## src/rtl/ad7693_pkg.sv

```systemverilog
// ---------------------------------------------------------------------------
// ad7693_pkg : shared constants, FSM encoding and error-flag indices
// Rev 1.0
// ---------------------------------------------------------------------------
`default_nettype none

package ad7693_pkg;

  localparam int C_DATA_WIDTH  = 16;
  localparam int C_CONV_CYCLES = 160;

  localparam int ERR_CNV_EARLY  = 0;
  localparam int ERR_CNV_RETRIG = 1;
  localparam int ERR_SCK_EXTRA  = 2;

  typedef enum logic [4:0] {
    ST_IDLE    = 5'b00001,
    ST_CONVERT = 5'b00010,
    ST_HOLD    = 5'b00100,
    ST_SHIFT   = 5'b01000,
    ST_DONE    = 5'b10000
  } state_t;

endpackage

`default_nettype wire

```

## src/rtl/ad7693_sync_edge.sv

```systemverilog
// ---------------------------------------------------------------------------
// ad7693_sync_edge : multi-stage synchronizer with rise/fall pulse outputs
// Rev 1.0
// ---------------------------------------------------------------------------
`default_nettype none

module ad7693_sync_edge #(
  parameter int SYNC_STAGES = 2
) (
  input  logic clk_i,
  input  logic rst_i,
  input  logic async_i,
  output logic level_o,
  output logic rise_o,
  output logic fall_o
);

  logic [SYNC_STAGES-1:0] sync_q;
  logic                   prev_q;

  always_ff @(posedge clk_i or posedge rst_i) begin
    if (rst_i) begin
      sync_q <= '0;
      prev_q <= 1'b0;
    end else begin
      sync_q <= {sync_q[SYNC_STAGES-2:0], async_i};
      prev_q <= sync_q[SYNC_STAGES-1];
    end
  end

  assign level_o = sync_q[SYNC_STAGES-1];
  assign rise_o  = level_o & ~prev_q;
  assign fall_o  = ~level_o & prev_q;

endmodule

`default_nettype wire

```

## src/rtl/ad7693_emulator.sv

```systemverilog
// ---------------------------------------------------------------------------
// ad7693_emulator : oversampled AD7693 responder, 3-wire mode without busy
// Rev 1.0
// ---------------------------------------------------------------------------
`default_nettype none

module ad7693_emulator
  import ad7693_pkg::*;
#(
  parameter int DATA_WIDTH   = C_DATA_WIDTH,
  parameter int CONV_CYCLES  = C_CONV_CYCLES,
  parameter int SYNC_STAGES  = 2,
  parameter int PATTERN_MODE = 0
) (
  input  logic                  fpga_clk,
  input  logic                  reset,
  input  logic                  adc_cnv,
  input  logic                  adc_sck,
  output logic                  adc_sdo,
  output logic                  adc_sdo_oe,
  input  logic [DATA_WIDTH-1:0] sample_in,
  input  logic                  sample_valid,
  output logic                  sample_ready,
  output logic                  busy,
  output logic [15:0]           conv_count,
  output logic [2:0]            err_flags,
  input  logic                  err_clear
);

  localparam int CW = $clog2(CONV_CYCLES + 1);
  localparam int BW = $clog2(DATA_WIDTH + 1);

  logic cnv_level, cnv_rise, cnv_fall;
  logic sck_level, sck_rise, sck_fall;
  logic sck_unused;

  ad7693_sync_edge #(.SYNC_STAGES(SYNC_STAGES)) u_sync_cnv (
    .clk_i  (fpga_clk),
    .rst_i  (reset),
    .async_i(adc_cnv),
    .level_o(cnv_level),
    .rise_o (cnv_rise),
    .fall_o (cnv_fall)
  );

  ad7693_sync_edge #(.SYNC_STAGES(SYNC_STAGES)) u_sync_sck (
    .clk_i  (fpga_clk),
    .rst_i  (reset),
    .async_i(adc_sck),
    .level_o(sck_level),
    .rise_o (sck_rise),
    .fall_o (sck_fall)
  );

  assign sck_unused = sck_level ^ sck_rise;

  state_t                state_q;
  logic [CW-1:0]         cnt_q;
  logic [BW-1:0]         bit_q;
  logic [DATA_WIDTH-1:0] shreg_q, word_q, shadow_q, ramp_q;
  logic                  ready_q, busy_q, sdo_q, oe_q;
  logic [15:0]           conv_count_q;
  logic [2:0]            err_q;

  logic                  start;
  logic                  accept;
  logic [DATA_WIDTH-1:0] word_d;

  // A CNV rise restarts from IDLE, SHIFT or DONE; short reads are legal.
  assign start  = cnv_rise && (state_q == ST_IDLE || state_q == ST_SHIFT || state_q == ST_DONE);
  assign accept = sample_valid && ready_q && (PATTERN_MODE == 0);

  always_comb begin
    word_d = word_q;
    if (PATTERN_MODE != 0) begin
      word_d = ramp_q;
    end else if (!ready_q) begin
      word_d = shadow_q;
    end
  end

  always_ff @(posedge fpga_clk or posedge reset) begin
    if (reset) begin
      state_q      <= ST_IDLE;
      cnt_q        <= '0;
      bit_q        <= '0;
      shreg_q      <= '0;
      word_q       <= '0;
      shadow_q     <= '0;
      ramp_q       <= '0;
      ready_q      <= 1'b1;
      busy_q       <= 1'b0;
      sdo_q        <= 1'b0;
      oe_q         <= 1'b0;
      conv_count_q <= '0;
      err_q        <= '0;
    end else begin
      if (accept) begin
        shadow_q <= sample_in;
        ready_q  <= 1'b0;
      end
      // Error events are assigned later in this block, so they win over a clear.
      if (err_clear) begin
        err_q <= '0;
      end

      if (start) begin
        word_q       <= word_d;
        shreg_q      <= word_d;
        if (PATTERN_MODE != 0) begin
          ramp_q <= ramp_q + 1'b1;
        end else if (!ready_q) begin
          ready_q <= 1'b1;
        end
        cnt_q        <= '0;
        conv_count_q <= conv_count_q + 1'b1;
        busy_q       <= 1'b1;
        oe_q         <= 1'b0;
        sdo_q        <= 1'b0;
        state_q      <= ST_CONVERT;
      end else begin
        case (state_q)
          ST_IDLE: begin
            oe_q <= 1'b0;
          end
          ST_CONVERT: begin
            if (cnv_rise) err_q[ERR_CNV_RETRIG] <= 1'b1;
            if (cnv_fall) err_q[ERR_CNV_EARLY]  <= 1'b1;
            if (cnt_q == CW'(CONV_CYCLES - 1)) begin
              busy_q <= 1'b0;
              if (cnv_level) begin
                state_q <= ST_HOLD;
              end else begin
                state_q <= ST_SHIFT;
                oe_q    <= 1'b1;
                sdo_q   <= shreg_q[DATA_WIDTH-1];
                bit_q   <= '0;
              end
            end else begin
              cnt_q <= cnt_q + 1'b1;
            end
          end
          ST_HOLD: begin
            if (cnv_fall) begin
              state_q <= ST_SHIFT;
              oe_q    <= 1'b1;
              sdo_q   <= shreg_q[DATA_WIDTH-1];
              bit_q   <= '0;
            end
          end
          ST_SHIFT: begin
            if (sck_fall) begin
              shreg_q <= shreg_q << 1;
              bit_q   <= bit_q + 1'b1;
              if (bit_q == BW'(DATA_WIDTH - 1)) begin
                sdo_q   <= 1'b0;
                state_q <= ST_DONE;
              end else begin
                sdo_q <= shreg_q[DATA_WIDTH-2];
              end
            end
          end
          ST_DONE: begin
            sdo_q <= 1'b0;
            if (sck_fall) err_q[ERR_SCK_EXTRA] <= 1'b1;
          end
          default: begin
            state_q <= ST_IDLE;
            oe_q    <= 1'b0;
            busy_q  <= 1'b0;
          end
        endcase
      end
    end
  end

  assign adc_sdo      = sdo_q;
  assign adc_sdo_oe   = oe_q;
  assign busy         = busy_q;
  assign sample_ready = ready_q && (PATTERN_MODE == 0);
  assign conv_count   = conv_count_q;
  assign err_flags    = err_q;

endmodule

`default_nettype wire

```

## config.mk

```make
export PLATFORM = sky130hd
export DESIGN_NAME = ad7693_emulator
export DESIGN_NICKNAME = d
export VERILOG_FILES = /design/src/rtl/ad7693_pkg.sv /design/src/rtl/ad7693_sync_edge.sv /design/src/rtl/ad7693_emulator.sv
export SDC_FILE = /design/constraint.sdc
export NUM_CORES = 1
export LEC_CHECK = 0
export ABC_AREA = 1
export CORE_MARGIN = 2
export CORE_UTILIZATION = 35
export CTS_CLUSTER_SIZE = 24
export DETAILED_ROUTE_END_ITERATION = 10
export MAX_ROUTING_LAYER = met4
export PLACE_DENSITY = 0.49
export SKIP_CTS_REPAIR_TIMING = 1
export SLEW_MARGIN = 10
export SYNTH_ARGS = -nofsm -noshare
export SYNTH_HDL_FRONTEND = slang
export SYNTH_SLANG_ARGS = --single-unit
```

## constraint.sdc

```tcl
create_clock -name fpga_clk -period 3.9 [get_ports fpga_clk]
set_clock_uncertainty 0.05 [all_clocks]
set_input_delay 0.585 -clock fpga_clk [delete_from_list [all_inputs] [get_ports fpga_clk]]
set_output_delay 0.585 -clock fpga_clk [all_outputs]
set_load 0.01 [all_outputs]
```

==> impl_metrics.yaml, run 1 <==
worst_setup_path:
  critical_path.slowest_cell: "dfstp_2"
  timing.critical_path.cells: "clkdlybuf4s50_1"
  worstPathRequired_ns: 3.26
  r2r_start: "state_q[1]$_DFFE_PP0P_"
  worst_r2r_path_depth: 7
  cp_num_cells: 1
  cp-start-kind: "flop"
  timing_worst_setup_path_type: "flop to output pin"
  critPathCaptureType: "output pin"
  worst-endpoint-arrival_ns: 1.90
  timing.critical_path.fanout_max: 35
  critPathMaxStageDelay_ns: 0.90
  timing.rr.end: "conv_count[7]$_DFFE_PP0P_"
  flop2flop_setup_slack_ns: 1.49
  cp_num_buf_inv: 1
  crit_family: "flip-flops"
sta:
  final-hold-violation-count: 0
  final_critical_path_setup_slack_ns: 1.37
  finalCriticalPeriod_ns: 2.53
  report.final.slew_viol_count: 0
  timing_worst_slew_pin_value_ns: 0.765
  maxSlewHeadroom_pct: 49.0
  timing.final.crit_share_pct: 65.0
  grt_setup_unrepaired: "no"
  timing.setup.tns_ns: 0
  maxClockFrequency_mhz: 395
  setup_viol_count_final: 0
power:
  design_power_total_mw: 3.32
  internal_power_mw: 2.12
  power.share.clock_pct: 25.1
  peakVddDrop_mv: 0.342
  static-leakage-power_nw: 2.64
  p_switching_mw: 1.20
  power.switching_fraction_pct: 36.2
  seq_power_share_pct: 44.8
  power.density_cell_area_nw_per_um2: 614
  power_frac_comb_pct: 30.1
route:
  drt_first_pass_iters: 4
  dr_total_vias: 3551
  route.detailed.wl_per_inst_um: 12.1
  drt-vias-per-instance: 4.54
  detail-route-antenna-nets: 0
  drt-initial-drc-count: 216
  routed_wl_um: 9460
  number_of_drc_violations_after_detailed_routing: 0
finish:
  final_nets: 632
  final_layout_size_suffix_gt1_share_pct: 5.56
  postLayoutCoreUtil_pct: 42.7
  layout.cell_area.non_filler_um2: 5410
  insertedDiodeCount: 0
  multiInputGateArea_um2: 1840
  areaGrowthSynthToFinish_pct: 18.4
  ff_latch_area_um2: 2380
  fill_cells: 1282
clock_tree:
  cts_htree_levels: 3
  insertion_delay_ns: 0.35
  ctsRootBufferMaster: "clkbuf_16"
  cts_buffers: 9
  clock_sinks: 95
  cts_max_path_buffers: 2
  clk_transition_reported_paths_ns: 0.07
  cts_tree: "yes"
hold_path:
  worst_hold_startpoint: "u_sync_cnv.sync_q[0]$_DFF_PP0_"
  whs_endpoint: "u_sync_cnv.sync_q[1]$_DFF_PP0_"
  hold_path_class: "flop to flop"
  min_delay_path_depth: 0
die:
  die_h_um: 118
  die_w_um: 118
  start_util_pct: 36.1
  ioPinCount: 45
  core_area_um2: 12700
  die_area_um2: 14000
  row_count: 41
grt:
  number_of_global_route_vias_before_repair: 3295
  global_route_wire_length_before_repair_um: 16200
  antenna_found_initial: 0
  grt_util_all_layers_pct: 14.9
  grt.overflow.total: 0
  grt_max_degree: 96
synthesis:
  netlist_area_um2: 4570
  syn_nets: 595
  share_of_async_settable_or_async_resettable_flops_after_synthesis_pct: 100
  syn_inst: 569
  synthDistinctLibCells: 32
  syn_area_per_cell_um2: 8.04
  post_synth_main_area_contributors: "dfrtp_1 (51%), nand2_1 (16%), nand3_1 (5.5%)"
  synth_top_cells_by_count: "nand2_1 (197), dfrtp_1 (93), inv_1 (60), nand3_1 (50), o21ai_0 (47)"
  synth_top_area_share_pct: 50.9
  synth.largest_area_cell: "dfrtp_1"
  yosysWarnings: 0
  synth_flop_cell: "dfrtp_1"
  synth_edf_count: 0
  synth.most_common_cell: "nand2_1"
  postSynthRegisterBits: 95
  yosysSeqAreaShare_pct: 52.0
outcome:
  run_status: "completed"
placement:
  hpwl_um: 6300
  placedInstanceArea_um2: 5140
  globalplace.congestion: 0.850
  place_worst_setup_slack_ns: 1.46
  place.port_buffers: 44
flow_run:
  maxCapViolations: 0
-- cell type report --
type	instances	area share, %
clock buffers	11	4.48
flip-flops and latches	95	44.0
inverters	63	4.42
clock inverters	5	0.601
multi-input cells	392	34.0
repair buffers	45	8.51
well taps	172	3.98
-- stage by stage --
stage | hold slack [ns] | cells
after floorplan | 0.281 | 569
after global placement | 0.283 | 767
after detailed placement | 0.295 | 767
after CTS | 0.310 | 783
after global routing | 0.330 | 783
final | 0.305 | 783
-- flip-flops by register name (all words and copies together) (netlist names) --
| name | flops |
|---|---|
| conv_count | 16 |
| shadow_q | 16 |
| shreg_q | 16 |
| word_q | 16 |
| cnt_q | 8 |
| bit_q | 5 |
| state_q | 5 |
| err_flags | 3 |
| u_sync_cnv.sync_q | 2 |
| u_sync_sck.sync_q | 2 |
| adc_sdo | 1 |
| adc_sdo_oe | 1 |
| busy | 1 |
| sample_ready | 1 |
| u_sync_cnv.prev_q | 1 |
| u_sync_sck.prev_q | 1 |
-- power groups by stage --
| stage | Sequential [mW] | Combinational (mW) | Clock (mW) |
|---|---|---|---|
| finish | 1.49 | 1.00 | 0.832 |
| global route | 1.54 | 1.18 | 0.911 |
| CTS | 1.49 | 1.02 | 0.865 |
| detailed placement | 1.51 | 1.02 | 0 |
| global placement | 1.50 | 1.01 | 0 |
| floorplan | 1.44 | 0.797 | 0 |
-- cells in the final DEF, fill, tap and decap left out --
cell and count:
clkinv_4 1, clkbuf_1 1, ha_1 4, nand2_2 1, clkinv_2 3, inv_6 1, a21oi_2 2, nand3_1 50
nand4_1 3, clkinv_1 1, clkbuf_16 9, nand3b_1 7, o31ai_1 1, nand2_1 197, nor2_1 35, xor2_1 11
o21ai_0 47, dfstp_2 2, inv_1 59, o22ai_1 3, o21ai_1 4, nor3b_1 1, clkdlybuf4s50_1 44, nor2_2 5
nand3_4 1, buf_12 1, dfrtp_1 93, clkbuf_8 1, a21oi_1 4, xnor2_1 5, inv_2 2, nor3_1 7
nand2_4 2, nor2_4 1, nand3_2 1, inv_4 1
-- worst max path at each step --
stage                                     end                    from  slack [ns]
floorplan                 adc_sdo$_DFFE_PP0P_                   reset        0.79
global placement    conv_count[7]$_DFFE_PP0P_  state_q[1]$_DFFE_PP0P_        1.52
detailed placement  conv_count[7]$_DFFE_PP0P_  state_q[1]$_DFFE_PP0P_        1.46
CTS                              sample_ready  sample_ready$_DFF_PP1_        1.32
global route        conv_count[7]$_DFFE_PP0P_  state_q[1]$_DFFE_PP0P_        1.19
finish                           sample_ready  sample_ready$_DFF_PP1_        1.37
-- routing by layer --
layer | vias to the layer above | global-route usage [%] | part of all wire [%] | wire [um]
met2 | 57 | 21.4 | 43 | 4090
met3 | 8 | 3.38 | 3.5 | 329
li1 | 1862 | - | - | -
met1 | 1624 | 20.6 | 52 | 4910
met4 | 0 | 5.42 | 1.4 | 132
met5 | - | - | 0 | 0
-- cell families after synthesis --
| group | count (synthesis) | share of synthesized area [%] |
|---|---|---|
| buf+inv | 82 | 7.66 |
| compound gates | 61 | 6.98 |
| fa+ha+maj | 4 | 1.09 |
| xor+xnor | 16 | 3.06 |
| simple gates | 311 | 29.2 |
| flops | 95 | 52.0 |
Power figures use the tool's default switching activity.
==> run 2: changes to the inputs <==
- PLACE_DENSITY: 0.49 -> 0.51
- clock period: 3.9 -> 2.1 ns (I/O delays scaled with it)
==> impl_metrics.yaml, run 2 (synthesized netlist as in run 1, its figures left out) <==
hold_path:
  hold_path_class: "flop to flop"
finish:
  areaGrowthSynthToFinish_pct: 20.8
  mostFrequentLayoutCell: "nand2_1"
  postLayoutCoreUtil_pct: 43.6
  final_cell_mix: "nand2_1 (197), dfrtp_1 (93), inv_1 (59)"
  final_nets: 639
  fill_cells: 1294
  final_layout_size_suffix_gt1_share_pct: 6.49
  insertedDiodeCount: 0
placement:
  globalplace.congestion: 0.804
  hpwl_um: 6530
  place.port_buffers: 44
route:
  drt-vias-per-instance: 4.56
  drt-initial-drc-count: 200
  number_of_drc_violations_after_detailed_routing: 0
  dr_total_vias: 3595
  detail-route-antenna-nets: 0
  route.detailed.wl_per_inst_um: 12.0
  routed_wl_um: 9490
  drt_first_pass_iters: 4
grt:
  grt_util_all_layers_pct: 15.2
  number_of_global_route_vias_before_repair: 3477
  grt_max_degree: 96
  global_route_wire_length_before_repair_um: 16700
  grt.overflow.total: 0
  antenna_found_initial: 0
sta:
  setup_viol_count_final: 0
  timing.setup.tns_ns: 0
  finalCriticalPeriod_ns: 1.87
  maxClockFrequency_mhz: 534
  final-hold-violation-count: 0
  grt_setup_unrepaired: "no"
  report.final.slew_viol_count: 0
  timing_worst_slew_pin_value_ns: 0.508
  maxSlewHeadroom_pct: 65.8
  timing.final.crit_share_pct: 89.1
flow_run:
  maxCapViolations: 0
clock_tree:
  clock_sinks: 95
  cts_max_path_buffers: 2
  ctsRootBufferMaster: "clkbuf_16"
  cts_tree: "yes"
  insertion_delay_ns: 0.35
  cts_buffers: 9
  cts_htree_levels: 3
  clk_transition_reported_paths_ns: 0.06
die:
  row_count: 41
  start_util_pct: 36.1
  die_h_um: 118
  die_w_um: 118
  core_area_um2: 12700
  ioPinCount: 45
  die_area_um2: 14000
power:
  power.density_cell_area_nw_per_um2: 1170
  peakVddDrop_mv: 0.773
  static-leakage-power_nw: 2.69
  design_power_total_mw: 6.48
worst_setup_path:
  timing_worst_setup_path_type: "flop to flop"
  cp-start-kind: "flop"
  worstPathRequired_ns: 2.34
  timing.critical_path.fanout_max: 15
  critPathCaptureType: "flop"
  worst-endpoint-arrival_ns: 2.11
outcome:
  run_status: "completed"
-- run 2: cell types whose count changed in the layout (fill, tap and decap cells not counted), sizes merged --
| cell | before | now |
|---|---|---|
| bufinv | 0 | 2 |
| clkinv | 5 | 1 |
| buf | 1 | 8 |
| inv | 63 | 61 |
| clkinvlp | 0 | 2 |
-- run 2: path summary, 6_finish.rpt --
kind / start / to / slack (ns) / cells past startpoint
max reg2reg: state_q[1]$_DFFE_PP0P_ / shreg_q[13]$_DFFE_PP0P_ / 0.23 / 10
min: u_sync_sck.sync_q[0]$_DFF_PP0_ / u_sync_sck.sync_q[1]$_DFF_PP0_ / 0.30 / 0
max: state_q[1]$_DFFE_PP0P_ / shreg_q[13]$_DFFE_PP0P_ / 0.23 / 10
max in group asynchronous: reset / shreg_q[4]$_DFFE_PP0P_ / 1.19 / 3
min reg2reg: u_sync_sck.sync_q[0]$_DFF_PP0_ / u_sync_sck.sync_q[1]$_DFF_PP0_ / 0.30 / 0
min in group asynchronous: reset / err_flags[0]$_DFF_PP0_ / 0.39 / 3
-- run 2: worst max-delay path: stages, from the launching register on --
cell     delay, ns
dfrtp_1       0.41
nor2_2        0.23
nand3_4       0.22
nand2_4       0.17
nand2_4       0.15
inv_2         0.09
buf_4         0.22
nand2_1       0.10
nand2_1       0.08
nand2_1       0.04
inv_1         0.04
-- run 2: layer usage --
| layer | wire length, um | vias up | track usage [%] | part of all wire [%] |
|---|---|---|---|---|
| li1 | - | 1877 | - | - |
| met1 | 4860 | 1656 | 20.8 | 51 |
| met2 | 4130 | 45 | 21.8 | 44 |
| met3 | 270 | 17 | 2.90 | 2.8 |
| met4 | 229 | 0 | 7.23 | 2.4 |
| met5 | 0 | - | - | 0 |
-- run 2: report_power, final --
part,internal [mW],switching (mW),total (mW)
sequential,2.39,0.295,2.68
clock,1.09,0.673,1.77
combinational,0.771,1.26,2.03
total,4.25,2.23,6.48
-- run 2: metrics by stage --
stage               cells  area (um^2)  setup slack (ns)  hold slack [ns]
finish                788         5520             0.228            0.298
CTS                   788         5520             0.206            0.300
detailed placement    774         5200             0.230            0.286
global placement      774         5200             0.253            0.284
floorplan             569         4580             0.565            0.281
global route          788         5520            0.0240            0.306
-- run 2: cell type report --
cell class | instances | area, um^2 | area share (%)
clock buffers | 11 | 253 | 4.58
clock inverters | 3 | 67.6 | 1.22
inverters | 63 | 240 | 4.35
multi-input cells | 392 | 1840 | 33.4
flip-flops and latches | 95 | 2380 | 43.1
well taps | 172 | 215 | 3.90
repair buffers | 52 | 526 | 9.51
==> run 3: changes to the inputs <==
- CAP_MARGIN: not set -> 30
- CORE_UTILIZATION: 35 -> 50
- GPL_ROUTABILITY_DRIVEN: not set -> 0
- PLACE_DENSITY: 0.51 -> 0.7
==> impl_metrics.yaml, run 3 (synthesized netlist as in run 1, its figures left out) <==
outcome:
  run_status: "completed"
placement:
  hpwl_um: 6120
  placedInstanceArea_um2: 5130
  place.port_buffers: 44
worst_setup_path:
  cp_num_buf_inv: 1
  critPathMaxStageDelay_ns: 0.65
  worst-endpoint-arrival_ns: 1.59
  timing.critical_path.from: "sample_ready$_DFF_PP1_"
  cp_num_cells: 1
  cp-start-kind: "flop"
  crit_path_capture: "sample_ready"
  crit_family: "flip-flops"
  timing.rr.end: "conv_count[12]$_DFFE_PP0P_"
  r2r_start: "u_sync_cnv.sync_q[1]$_DFF_PP0_"
  critPathCaptureType: "output pin"
  worstPathRequired_ns: 1.74
  critical_path.slowest_cell: "dfstp_2"
  timing_worst_setup_path_type: "flop to output pin"
  flop2flop_setup_slack_ns: 0.17
  worst_r2r_path_depth: 7
  timing.critical_path.cells: "clkdlybuf4s50_1"
  timing.critical_path.fanout_max: 12
route:
  routed_wl_um: 8760
  drt-initial-drc-count: 161
  drt-vias-per-instance: 5.03
  drt_first_pass_iters: 5
  wire_length_on_met3_um: 345
  detail-route-antenna-nets: 0
  dr_total_vias: 3656
  route.detailed.wl_per_inst_um: 12.0
  wl_met2_um: 3920
  maxUsedRoutingLayer: "met4"
  detail_route.wirelength.met1_um: 4360
  number_of_drc_violations_after_detailed_routing: 0
sta:
  final-hold-violation-count: 0
  finalCriticalPeriod_ns: 1.95
  setup_viol_count_final: 0
  report.final.slew_viol_count: 0
  timing_worst_slew_pin_value_ns: 0.516
  maxSlewHeadroom_pct: 65.3
  timing.setup.tns_ns: 0
  grt_setup_unrepaired: "no"
  timing.final.crit_share_pct: 93.1
  maxClockFrequency_mhz: 512
grt:
  grt_util_all_layers_pct: 19.8
  global_route_wire_length_before_repair_um: 15300
  grt_max_degree: 52
  grt.overflow.total: 0
  antenna_found_initial: 0
  number_of_global_route_vias_before_repair: 3311
finish:
  mostFrequentLayoutCell: "nand2_1"
  multiInputGateArea_um2: 1840
  postLayoutCoreUtil_pct: 60.3
  final_nets: 640
  layout.cell_area.non_filler_um2: 5310
  insertedDiodeCount: 0
  final_cell_mix: "nand2_1 (197), dfrtp_1 (93), inv_1 (59)"
  final_layout_size_suffix_gt1_share_pct: 6.79
  fill_cells: 767
  ff_latch_area_um2: 2380
  areaGrowthSynthToFinish_pct: 16.0
power:
  internal_power_mw: 3.61
  power.density_cell_area_nw_per_um2: 1090
  seq_power_share_pct: 46.9
  power.switching_fraction_pct: 37.3
  power_frac_comb_pct: 34.3
  static-leakage-power_nw: 2.64
  power.share.clock_pct: 18.9
  p_switching_mw: 2.15
  peakVddDrop_mv: 0.643
die:
  row_count: 34
  die_h_um: 99.6
  die_area_um2: 9930
  core_area_um2: 8810
  ioPinCount: 45
  start_util_pct: 51.9
  die_w_um: 99.6
clock_tree:
  ctsRootBufferMaster: "clkbuf_8"
  clk_transition_reported_paths_ns: 0.09
  cts_max_path_buffers: 2
  cts_tree: "yes"
  cts_htree_levels: 3
  insertion_delay_ns: 0.36
  clock_sinks: 95
  cts_buffers: 9
flow_run:
  maxCapViolations: 0
hold_path:
  hold_path_class: "primary input to asynchronous set/reset pin"
run 3: how the worst min path moves through the flow:
| stage | start | to | slack (ns) | cells past startpoint |
|---|---|---|---|---|
| after floorplan | u_sync_cnv.sync_q[0]$_DFF_PP0_ | u_sync_cnv.sync_q[1]$_DFF_PP0_ | 0.28 | 0 |
| after global placement | u_sync_sck.sync_q[0]$_DFF_PP0_ | u_sync_sck.sync_q[1]$_DFF_PP0_ | 0.29 | 0 |
| after detailed placement | u_sync_sck.sync_q[0]$_DFF_PP0_ | u_sync_sck.sync_q[1]$_DFF_PP0_ | 0.30 | 0 |
| after CTS | reset | conv_count[14]$_DFFE_PP0P_ | 0.21 | 2 |
| after global routing | reset | conv_count[15]$_DFFE_PP0P_ | 0.22 | 2 |
| final | reset | conv_count[14]$_DFFE_PP0P_ | 0.22 | 2 |
run 3: final cells by class:
type / count / share of cell area (%)
flip-flops and latches: 95 / 44.8
well taps: 108 / 2.55
repair buffers: 53 / 10.0
inverters: 63 / 4.55
multi-input cells: 392 / 34.7
clock buffers: 11 / 2.66
clock inverters: 5 / 0.613
run 3: metrics by stage:
stage	total power, mW	setup WS [ns]	hold slack [ns]	cells
after floorplan	4.16	0.565	0.281	569
after global placement	4.66	0.277	0.294	711
after detailed placement	4.72	0.191	0.297	711
after CTS	5.82	0.132	0.207	727
after global routing	6.26	0.00501	0.221	727
final	5.76	0.145	0.216	727
run 3: worst reg2reg max path, delay by kind of cell, from the launching register on:
kind	cells	cell delay, ns
AO/OA/AOI/OAI	1	0.07
buffers and inverters	3	0.88
flip-flops	1	0.42
AND/OR/NAND/NOR	3	0.40
run 3: power by group through the flow:
stage,registers [mW],logic [mW],clock network (mW)
6_report,2.70,1.97,1.09
5_1_grt,2.76,2.30,1.20
4_1_cts,2.70,2.00,1.12
3_5_place_dp,2.73,1.99,0
3_3_place_gp,2.71,1.94,0
2_1_floorplan,2.68,1.48,0
run 3: layer usage:
layer	vias up	track usage (%)
met5	-	-
met4	0	6.85
met3	10	4.29
met2	80	29.4
met1	1690	27.2
li1	1876	-
